==> src/rtl/seven_seg_scan_pkg.sv <==
// Shared constants for the seven-segment scanner: segment codes {g,f,e,d,c,b,a},
// segment bit positions and an index-width helper.
package seven_seg_pkg;

  localparam logic [6:0] SEG_0     = 7'b0111111;
  localparam logic [6:0] SEG_1     = 7'b0000110;
  localparam logic [6:0] SEG_2     = 7'b1011011;
  localparam logic [6:0] SEG_3     = 7'b1001111;
  localparam logic [6:0] SEG_4     = 7'b1100110;
  localparam logic [6:0] SEG_5     = 7'b1101101;
  localparam logic [6:0] SEG_6     = 7'b1111101;
  localparam logic [6:0] SEG_7     = 7'b0000111;
  localparam logic [6:0] SEG_8     = 7'b1111111;
  localparam logic [6:0] SEG_9     = 7'b1101111;
  localparam logic [6:0] SEG_BLANK = 7'b0000000;

  localparam int SEG_A = 0;
  localparam int SEG_B = 1;
  localparam int SEG_C = 2;
  localparam int SEG_D = 3;
  localparam int SEG_E = 4;
  localparam int SEG_F = 5;
  localparam int SEG_G = 6;

  // Never returns 0 so a single-entry counter still gets a 1-bit register.
  function automatic int clog2(input int n);
    int w;
    w = 1;
    while ((1 << w) < n) w++;
    return w;
  endfunction

endpackage

==> src/rtl/seven_seg_scan_if.sv <==
// Panel bus between the timer/controller (master) and the scanner (slave).
// The blink input exists only when SEVEN_SEG_BLINK_EN is defined.
interface seven_seg_scan_if #(parameter int DIGITS = 4);
  logic                  load;
  logic [4*DIGITS-1:0]   bcd_in;
  logic [DIGITS-1:0]     dp_in;
  logic                  blank_lz;
`ifdef SEVEN_SEG_BLINK_EN
  logic                  blink;
`endif
  logic [6:0]            seg;
  logic                  dp;
  logic [DIGITS-1:0]     an;
  logic                  frame_done;

  modport master (
`ifdef SEVEN_SEG_BLINK_EN
    output blink,
`endif
    output load, bcd_in, dp_in, blank_lz,
    input  seg, dp, an, frame_done
  );

  modport slave (
`ifdef SEVEN_SEG_BLINK_EN
    input  blink,
`endif
    input  load, bcd_in, dp_in, blank_lz,
    output seg, dp, an, frame_done
  );
endinterface

==> src/rtl/seven_seg_scan_seg_decode.sv <==
// Combinational BCD to seven-segment decoder, logical active-high; codes 10-15 blank.
module seg_decode
  import seven_seg_pkg::*;
(
  input  logic [3:0] i_bcd,
  output logic [6:0] o_seg
);
  always_comb begin
    o_seg = SEG_BLANK;
    case (i_bcd)
      4'd0: o_seg = SEG_0;
      4'd1: o_seg = SEG_1;
      4'd2: o_seg = SEG_2;
      4'd3: o_seg = SEG_3;
      4'd4: o_seg = SEG_4;
      4'd5: o_seg = SEG_5;
      4'd6: o_seg = SEG_6;
      4'd7: o_seg = SEG_7;
      4'd8: o_seg = SEG_8;
      4'd9: o_seg = SEG_9;
      default: o_seg = SEG_BLANK;
    endcase
  end
endmodule

==> src/rtl/seven_seg_scan.sv <==
// Time-multiplexed seven-segment driver with double-buffered load, leading-zero
// blanking and frame strobe. Optional blink feature: SEVEN_SEG_BLINK_EN.
module seven_seg_scan
  import seven_seg_pkg::*;
#(
  parameter int DIGITS         = 4,
  parameter int SCAN_DIV       = 50000,
  parameter bit SEG_ACTIVE_LOW = 1'b0,
  parameter bit AN_ACTIVE_LOW  = 1'b1
`ifdef SEVEN_SEG_BLINK_EN
  , parameter int BLINK_FRAMES = 64
`endif
)(
  input  logic            clk,
  input  logic            rst_n,
  seven_seg_scan_if.slave bus
);
  localparam int IW = clog2(DIGITS);
  localparam int DW = clog2(SCAN_DIV);

  logic [DW-1:0]            r_div;
  logic [IW-1:0]            r_idx;
  logic [DIGITS-1:0][3:0]   r_disp_bcd, r_pend_bcd;
  logic [DIGITS-1:0]        r_disp_dp, r_pend_dp;
  logic                     r_pend_vld;
  logic                     r_wrap_d;
  logic [6:0]               r_seg;
  logic                     r_dp;
  logic [DIGITS-1:0]        r_an;
  logic                     r_fd;

  logic                     w_tc, w_wrap, w_commit, w_vis;
  logic [DIGITS-1:0]        w_blank;
  logic [3:0]               w_sel_bcd;
  logic [6:0]               w_dec, w_seg_log;
  logic                     w_dp_log;
  logic [DIGITS-1:0]        w_an_log;

  assign w_tc     = (r_div == DW'(SCAN_DIV-1));
  assign w_wrap   = w_tc && (r_idx == IW'(DIGITS-1));
  // A load landing on the wrap edge is committed straight through.
  assign w_commit = w_wrap && (r_pend_vld || bus.load);

  always_ff @(posedge clk or negedge rst_n) begin
    if (!rst_n) begin
      r_div      <= '0;
      r_idx      <= '0;
      r_disp_bcd <= '0;
      r_disp_dp  <= '0;
      r_pend_bcd <= '0;
      r_pend_dp  <= '0;
      r_pend_vld <= 1'b0;
      r_wrap_d   <= 1'b0;
    end else begin
      r_div    <= w_tc ? '0 : r_div + 1'b1;
      r_wrap_d <= w_wrap;
      if (w_tc) r_idx <= (r_idx == IW'(DIGITS-1)) ? '0 : r_idx + 1'b1;
      if (bus.load) begin
        r_pend_bcd <= bus.bcd_in;
        r_pend_dp  <= bus.dp_in;
      end
      if (w_commit) begin
        r_disp_bcd <= bus.load ? bus.bcd_in : r_pend_bcd;
        r_disp_dp  <= bus.load ? bus.dp_in  : r_pend_dp;
        r_pend_vld <= 1'b0;
      end else if (bus.load) begin
        r_pend_vld <= 1'b1;
      end
    end
  end

  // Blank from the top digit down while digits stay zero; digit 0 always shows.
  always_comb begin
    logic run;
    w_blank = '0;
    run     = bus.blank_lz;
    for (int i = DIGITS-1; i >= 1; i--) begin
      run        = run && (r_disp_bcd[i] == 4'd0);
      w_blank[i] = run;
    end
  end

`ifdef SEVEN_SEG_BLINK_EN
  localparam int FW = clog2(BLINK_FRAMES);
  logic [FW-1:0] r_fcnt;
  logic          r_phase_off;

  always_ff @(posedge clk or negedge rst_n) begin
    if (!rst_n) begin
      r_fcnt      <= '0;
      r_phase_off <= 1'b0;
    end else if (!bus.blink) begin
      r_fcnt      <= '0;
      r_phase_off <= 1'b0;
    end else if (w_wrap) begin
      if (r_fcnt == FW'(BLINK_FRAMES-1)) begin
        r_fcnt      <= '0;
        r_phase_off <= ~r_phase_off;
      end else begin
        r_fcnt <= r_fcnt + 1'b1;
      end
    end
  end

  assign w_vis = !(bus.blink && r_phase_off);
`else
  assign w_vis = 1'b1;
`endif

  assign w_sel_bcd = r_disp_bcd[r_idx];

  seg_decode u_dec (
    .i_bcd (w_sel_bcd),
    .o_seg (w_dec)
  );

  assign w_seg_log = w_blank[r_idx] ? SEG_BLANK : w_dec;
  assign w_dp_log  = r_disp_dp[r_idx] && !w_blank[r_idx];
  assign w_an_log  = (!w_blank[r_idx] && w_vis) ? (DIGITS'(1) << r_idx) : '0;

  always_ff @(posedge clk or negedge rst_n) begin
    if (!rst_n) begin
      r_seg <= {7{SEG_ACTIVE_LOW}};
      r_dp  <= SEG_ACTIVE_LOW;
      r_an  <= {DIGITS{AN_ACTIVE_LOW}};
      r_fd  <= 1'b0;
    end else begin
      r_seg <= w_seg_log ^ {7{SEG_ACTIVE_LOW}};
      r_dp  <= w_dp_log ^ SEG_ACTIVE_LOW;
      r_an  <= w_an_log ^ {DIGITS{AN_ACTIVE_LOW}};
      r_fd  <= r_wrap_d;
    end
  end

  assign bus.seg        = r_seg;
  assign bus.dp         = r_dp;
  assign bus.an         = r_an;
  assign bus.frame_done = r_fd;

endmodule

==> src/flat_wrapper.sv <==
// flat-port wrapper written by rule: the top's interface ports become plain ports
module seven_seg_scan_flat import seven_seg_pkg::*;
#(
  parameter int DIGITS         = 4,
  parameter int SCAN_DIV       = 50000,
  parameter bit SEG_ACTIVE_LOW = 1'b0,
  parameter bit AN_ACTIVE_LOW  = 1'b1

)
  (clk, rst_n, bus_load, bus_bcd_in, bus_dp_in, bus_blank_lz, bus_seg, bus_dp, bus_an, bus_frame_done);
  seven_seg_scan_if #(.DIGITS(DIGITS)) bus_i ();
  input  logic clk;
  input  logic rst_n;
  input wire logic [$bits(bus_i.load)-1:0] bus_load;
  input wire logic [$bits(bus_i.bcd_in)-1:0] bus_bcd_in;
  input wire logic [$bits(bus_i.dp_in)-1:0] bus_dp_in;
  input wire logic [$bits(bus_i.blank_lz)-1:0] bus_blank_lz;
  output wire logic [$bits(bus_i.seg)-1:0] bus_seg;
  output wire logic [$bits(bus_i.dp)-1:0] bus_dp;
  output wire logic [$bits(bus_i.an)-1:0] bus_an;
  output wire logic [$bits(bus_i.frame_done)-1:0] bus_frame_done;
  assign bus_i.load = bus_load;
  assign bus_i.bcd_in = bus_bcd_in;
  assign bus_i.dp_in = bus_dp_in;
  assign bus_i.blank_lz = bus_blank_lz;
  assign bus_seg = bus_i.seg;
  assign bus_dp = bus_i.dp;
  assign bus_an = bus_i.an;
  assign bus_frame_done = bus_i.frame_done;
  seven_seg_scan #(.DIGITS(DIGITS), .SCAN_DIV(SCAN_DIV), .SEG_ACTIVE_LOW(SEG_ACTIVE_LOW), .AN_ACTIVE_LOW(AN_ACTIVE_LOW)) u_core (.clk(clk), .rst_n(rst_n), .bus(bus_i));
endmodule
==> config.mk <==
export PLATFORM = sky130hd
export DESIGN_NAME = seven_seg_scan_flat
export DESIGN_NICKNAME = d
export VERILOG_FILES = /design/src/rtl/seven_seg_scan_pkg.sv /design/src/rtl/seven_seg_scan_if.sv /design/src/rtl/seven_seg_scan_seg_decode.sv /design/src/rtl/seven_seg_scan.sv /design/src/flat_wrapper.sv
export SDC_FILE = /design/constraint.sdc
export NUM_CORES = 1
export LEC_CHECK = 0
export BUFFER_PORTS_ARGS = -buffer_cell sky130_fd_sc_hd__buf_2
export CAP_MARGIN = 10
export CORE_MARGIN = 5
export CORE_UTILIZATION = 45
export DETAILED_ROUTE_END_ITERATION = 16
export SLEW_MARGIN = 20
export SYNTH_ARGS = -nofsm -noshare
export SYNTH_HDL_FRONTEND = slang
export SYNTH_SLANG_ARGS = --single-unit
==> constraint.sdc <==
create_clock -name clk -period 2.5 [get_ports clk]
set_input_delay 0.25 -clock clk [delete_from_list [all_inputs] [get_ports clk]]
set_output_delay 0.25 -clock clk [all_outputs]
set_load 0.01 [all_outputs]
* Word level (Yosys, flattened, before mapping)
Memories as Yosys holds them, arrays and structs flattened. Cells that the tools add are included. Widths: inputs -> output; s select.
Storage, ports and cells: bits in registers 73, memory bits (read-only) 112, input port bits 24, word-level logic and storage cells 52, memories kept 1
Cells by class: add/subtract/negate cells 2, order comparisons 1, equal/unequal tests 2, shift operators 1, muxes and demuxes 14, bitwise gates (word level) 1, reductions and logical operators 12
Memory list:
- (no name shown) | depth 16, width 7, read ports 1, clocked after Yosys merged registers in 0, write ports 0, RTL line seven_seg_scan_seg_decode.sv:10 | case (i_bcd)
Operators with widths (count):
- $mux 16 | 2
- $add 16x1->16 const B | 1
- $eq 16x16->1 const B | 1
- $logic_not 4->1 | 3
- $mux 4 | 3
- $bmux 4 s2 | 1
- $mux 7 | 1
- $logic_and 1x1->1 | 6
- $bmux 1 s2 | 2
- $mux 1 | 4
- $not 4->4 | 1
- $shl 1x2->4 const A | 1
- $lt 2x3->1 const B | 1
- $add 2x1->2 const B | 1
- $eq 2x2->1 const B | 1
- $mux 2 | 1
- $reduce_bool 2->1 | 1
- $logic_not 1->1 | 1
- $logic_or 1x1->1 | 1

* Depth between registers and ports, before layout
depth after elaboration 8, mapped depth 8

* Cells and area by module
A second synthesis with hierarchy kept.
Unflattened totals: cells, all modules 239, area total of the unflattened synthesis 3291.9 sq um
Modules (own cells, without submodules):
- seven_seg_scan | times used 1, cells each 213, area an instance 3090.5 sq um, sequential area each 1831.8 sq um
- seg_decode | times used 1, cells each 26, area an instance 201.4 sq um, sequential area each 0.0 sq um

* Least setup slack after synthesis
OpenSTA, ideal clock, no wires.
path type reg-to-reg, start point register u_core.r_div[0], end point register u_core.r_disp_bcd[0] (netlist name), library setup time 0.125 ns, arrival 1.738 ns, required time 2.375 ns, slack 0.637 ns, stages on the path, launching flop included 8, path buffers 2, path through dfrtp_1 -> ha_1 -> and3_1 -> buf_2 -> nand4_1 -> or3_4 -> buf_6 -> mux2_4
Between the ends: word-level cells in the longest chain between the ends 3
Ends and longest elaborated chain:
- start: declaration | RTL line seven_seg_scan.sv:21 | logic [DW-1:0] r_div;
- start signal: assignment | RTL line seven_seg_scan.sv:55 | r_div <= w_tc ? '0 : r_div + 1'b1;
- $eq 16x16->1 | RTL line seven_seg_scan.sv:39 | assign w_tc = (r_div == DW'(SCAN_DIV-1));
- $logic_and 1x1->1 | RTL line seven_seg_scan.sv:40 | assign w_wrap = w_tc && (r_idx == IW'(DIGITS-1));
- $logic_and 1x1->1 | RTL line seven_seg_scan.sv:42 | assign w_commit = w_wrap && (r_pend_vld || bus.load);
- end signal: assignment | RTL line seven_seg_scan.sv:63 | r_disp_bcd <= bus.load ? bus.bcd_in : r_pend_bcd;
- end: declaration | RTL line seven_seg_scan.sv:23 | logic [DIGITS-1:0][3:0] r_disp_bcd, r_pend_bcd;
Every way passes these cells. A chain may end at the register's enable or synchronous reset.

* Final worst setup path
start point register u_core.r_div[0], end point register u_core.r_disp_bcd[15] (netlist name)
The elaborated chain is that of the path after synthesis.

==> results.txt <==
- Fin crit period: roughly 2.1 ns
- Via total after detailed routing: 1902
- Entering global routing, the biggest net connects between 40 and 50 pins.
- Leaving out fill and tap cells, the most frequent cell in the layout is sky130_fd_sc_hd__dfrtp_1.
- Detail-routed net length per standard cell: roughly 15 um
* Worst clock skew on the final layout: 0.00510 ns
- Number of pins with negative max-slew slack in the final report: 0
* Post-detailed-route DRC marker count: 0
- Input/output buffers: 36
* Detailed-router iteration count before antenna repair: 4
- Number of global-route vias before repair: approximately 2000
* Number of synthesized register bits: 73
* Core Util, Final: between 50 and 60%
* Flip-flop cell with the highest count after synthesis: sky130_fd_sc_hd__dfrtp_1
* Count of synthesis-stage warnings from yosys: 0
- Share of post-route cells with drive strength above 1: 37.1%
- Static timing analysis puts the maximum clock frequency at ~480 MHz.
* Critical-path cell list: ha_1, and3_1, nand4_1, or3_4, mux2_4
* Reg2reg path depth: 5
* Synth area leader: sky130_fd_sc_hd__dfrtp_1
* Arr. time, crit path: 2.32 ns
* RSZ-0062 raised after global routing: false
- In the global route stage, overall resource usage came out at between 10% and 20%.
* Class of the tightest hold or removal check: primary input to register
- Library cells used by synthesis: 38
* Worst setup SP type: register
- After routing, the total negative slack on setup checks comes to 0 ns.
- Number of core rows: 31
- In this run the cell area measured after placement is 3570 um2.
- Measured along the y axis, the die boundary spans between 90 and 100 um.
* Transition time at the pin with the least slew margin: 0.680 ns
- Using the TritonRoute via totals, the vias-per-cell ratio works out to around 4.9.
- Endpoints failing hold: 0
* Cell type of the slowest stage on the worst timing path: sky130_fd_sc_hd__or3_4
- Summed over all cells, the static leakage comes to about 1.7 nW.
* Die Footprint: 9080 um2
- Summed over all layers, the global routing overflow is 0.
- Initial core utilization: between 40 and 50%
* Post-synthesis net count: ~270
* Most used cells in the layout excluding fill and tap cells: sky130_fd_sc_hd__dfrtp_1 (69), sky130_fd_sc_hd__buf_2 (36), sky130_fd_sc_hd__mux2_2 (20), sky130_fd_sc_hd__mux2_4 (20), sky130_fd_sc_hd__nor2_1 (13)
- The worst hold path was traced through 2 stages.
- The run finished with clean final reports.
- In this run the standard cell core region covers roughly 7200 um2.
- Measured along the x axis, the die boundary spans between 90 and 100 um.
- Sum of routed wire length over all layers: 5630 um
* Number of nets with antenna violations after detailed routing: 0
- The clock reaches the later pin of the worst-skew pair after 0.35 ns.
- The number of gates resized after CTS was 0.
* Post-route setup slack: 0.416 ns
- Nets: 316
- Crit end category: register
- Total power divided by cell area: 594 nW/um2
- Diode count: 0
- After the first detailed-routing iteration, the DRC count stood at 50.
- The number of antenna violations at the first check in global routing is 0.
* Clock Sinks: 73
- Pre-CTS worst setup slack: 0.454 ns
- Proportion of synthesized flip-flops having asynchronous set or reset: between 90% and 100%
- The worst pin sits at a relative slew slack of 54.7%.
- Compared with the post-synthesis result, the final layout area differs by 14.2%.
* Summed area of non-filler cells in the final layout: about 3700 um2
- After layout, the worst path uses 83.4% of the clock period.
- In this run the cell area of the synthesized design comes to ~3300 um2.
- The critical path is of the register to register type.
- GPL Wtd Cong: 0.795
- Clock-pin slew was measured on the worst setup and hold paths at ~0.070 ns.
* Stages on the worst setup path: 5
- Setup violations remaining at the end of the flow were counted as 0.
* Worst-case vdd ir drop: between 200 and 300 uV
- Required @ worst endpoint: 2.73 ns
- Number of synthesized flops with an enable pin: 0
* Number of standard cells after synthesis: 239
- Average cell area after synthesis: roughly 14 um2
- Post-CTS repair timing setup buffer count: 0
- Broken down by cell family, the worst path's largest delay share belongs to simple AND/OR/NAND/NOR gates.
- CTS built an H-tree with a depth of 3.
* Buf/Inv on CP: 0
- IO Pins: 37
* First-pass GRT wire length: 9650 um
- Root Buffer: sky130_fd_sc_hd__clkbuf_8
* Slowest cell delay on critical path: 0.58 ns
- TritonCTS clock tree: yes
* Leading cell types by total area after synthesis: sky130_fd_sc_hd__dfrtp_1 (53%), sky130_fd_sc_hd__mux2_4 (9.2%), sky130_fd_sc_hd__mux2_2 (6.9%), sky130_fd_sc_hd__ha_1 (3.8%), sky130_fd_sc_hd__mux4_2 (3.4%)
- The clock passes through at most 2 buffers.
- The number of clock buffers added by TritonCTS is 9.
- Half-perimeter wire length after placement: 3870 um
- Sequential elements use 55.9% of the synthesized area.
* Fraction of post-synthesis cell area in the top cell type by area: 52.7%
- Across the run, the number of max-cap violations was 0.
* Maximum fanout count along the critical path: 20
per-layer routing:
layer | vias up | global-route usage, % | routed length [um]
met3 | 11 | 3.31 | 247
met1 | 921 | 20.5 | 2810
met5 | - | 0 | 0
met2 | 44 | 19.5 | 2430
li1 | 926 | - | -
met4 | 0 | 8.05 | 142
worst register-to-register path, cell delays in order, from the launching register on:
cell and delay (ns):
sky130_fd_sc_hd__dfrtp_1 0.39, sky130_fd_sc_hd__ha_1 0.22, sky130_fd_sc_hd__and3_1 0.27, sky130_fd_sc_hd__nand4_1 0.15, sky130_fd_sc_hd__or3_4 0.58, sky130_fd_sc_hd__mux2_4 0.37
metrics by stage:
| step | instances | hold slack, ns | total power, W |
|---|---|---|---|
| CTS | 385 | 0.136 | 0.00225 |
| finish | 385 | 0.149 | 0.00222 |
| global route | 385 | 0.142 | 0.00233 |
| detailed placement | 369 | 0.330 | 0.00144 |
| floorplan | 239 | -0.0456 | 0.00136 |
| global placement | 369 | 0.325 | 0.00144 |
power breakdown:
part | internal [W] | switching, W
clock | 0.000379 | 0.000427
combinational | 0.0000848 | 0.0000789
sequential | 0.00123 | 0.0000182
area by class of cell:
cell class,count,area (um2)
Tap cell,99,124
Multi-Input combinational cell,147,1350
Inverter,11,41.3
Fill cell,611,3440
Clock inverter,3,17.5
Timing Repair Buffer,40,225
Clock buffer,12,145
Sequential cell,73,1830
cell families after synthesis:
logic type	synth area share (%)
fa+ha+maj	3.82
buf+inv	2.71
mux	20.1
flops	55.9
xor+xnor	3.48
simple gates	10.2
compound gates	3.71
cells in the mapped netlist, drive strengths merged, types with 3 or more instances:
cell / number
nor3: 5
nand3: 8
o21ai: 7
nand4: 5
xor2: 6
ha: 10
mux4: 5
inv: 11
dfstp: 4
a21oi: 6
buf: 4
o21a: 3
clkbuf: 4
nor2: 13
xnor2: 7
nor4: 3
nand2: 7
dfrtp: 69
mux2: 40
sequential cells by signal (all words and copies together), names as in the netlist:
name and flops:
u_core.bus.an 4, u_core.bus.dp 1, u_core.bus.frame_done 1, u_core.bus.seg 7, u_core.r_disp_bcd 16, u_core.r_disp_dp 4, u_core.r_div 16, u_core.r_idx 2
u_core.r_pend_bcd 16, u_core.r_pend_dp 4, u_core.r_pend_vld 1, u_core.r_wrap_d 1
final timing paths:
check                                 from                     to  slack (ns)
hold reg to reg            u_core.r_wrap_d  u_core.bus.frame_done        0.36
setup / recovery           u_core.r_div[0]  u_core.r_disp_bcd[15]        0.42
min in group asynchronous            rst_n       u_core.r_div[10]        0.47
hold / removal              bus_bcd_in[13]  u_core.r_pend_bcd[13]        0.15
max in group asynchronous            rst_n       u_core.bus.an[0]        1.30
setup reg to reg           u_core.r_div[0]  u_core.r_disp_bcd[15]        0.42
what timing repair did:
| item | in CTS | in global routing |
|---|---|---|
| endpoints found under the hold margin | 28 | 0 |
| hold buffers | 1 | 0 |
| endpoints found under the setup margin | 0 | 0 |
Power figures use the tool's default switching activity.
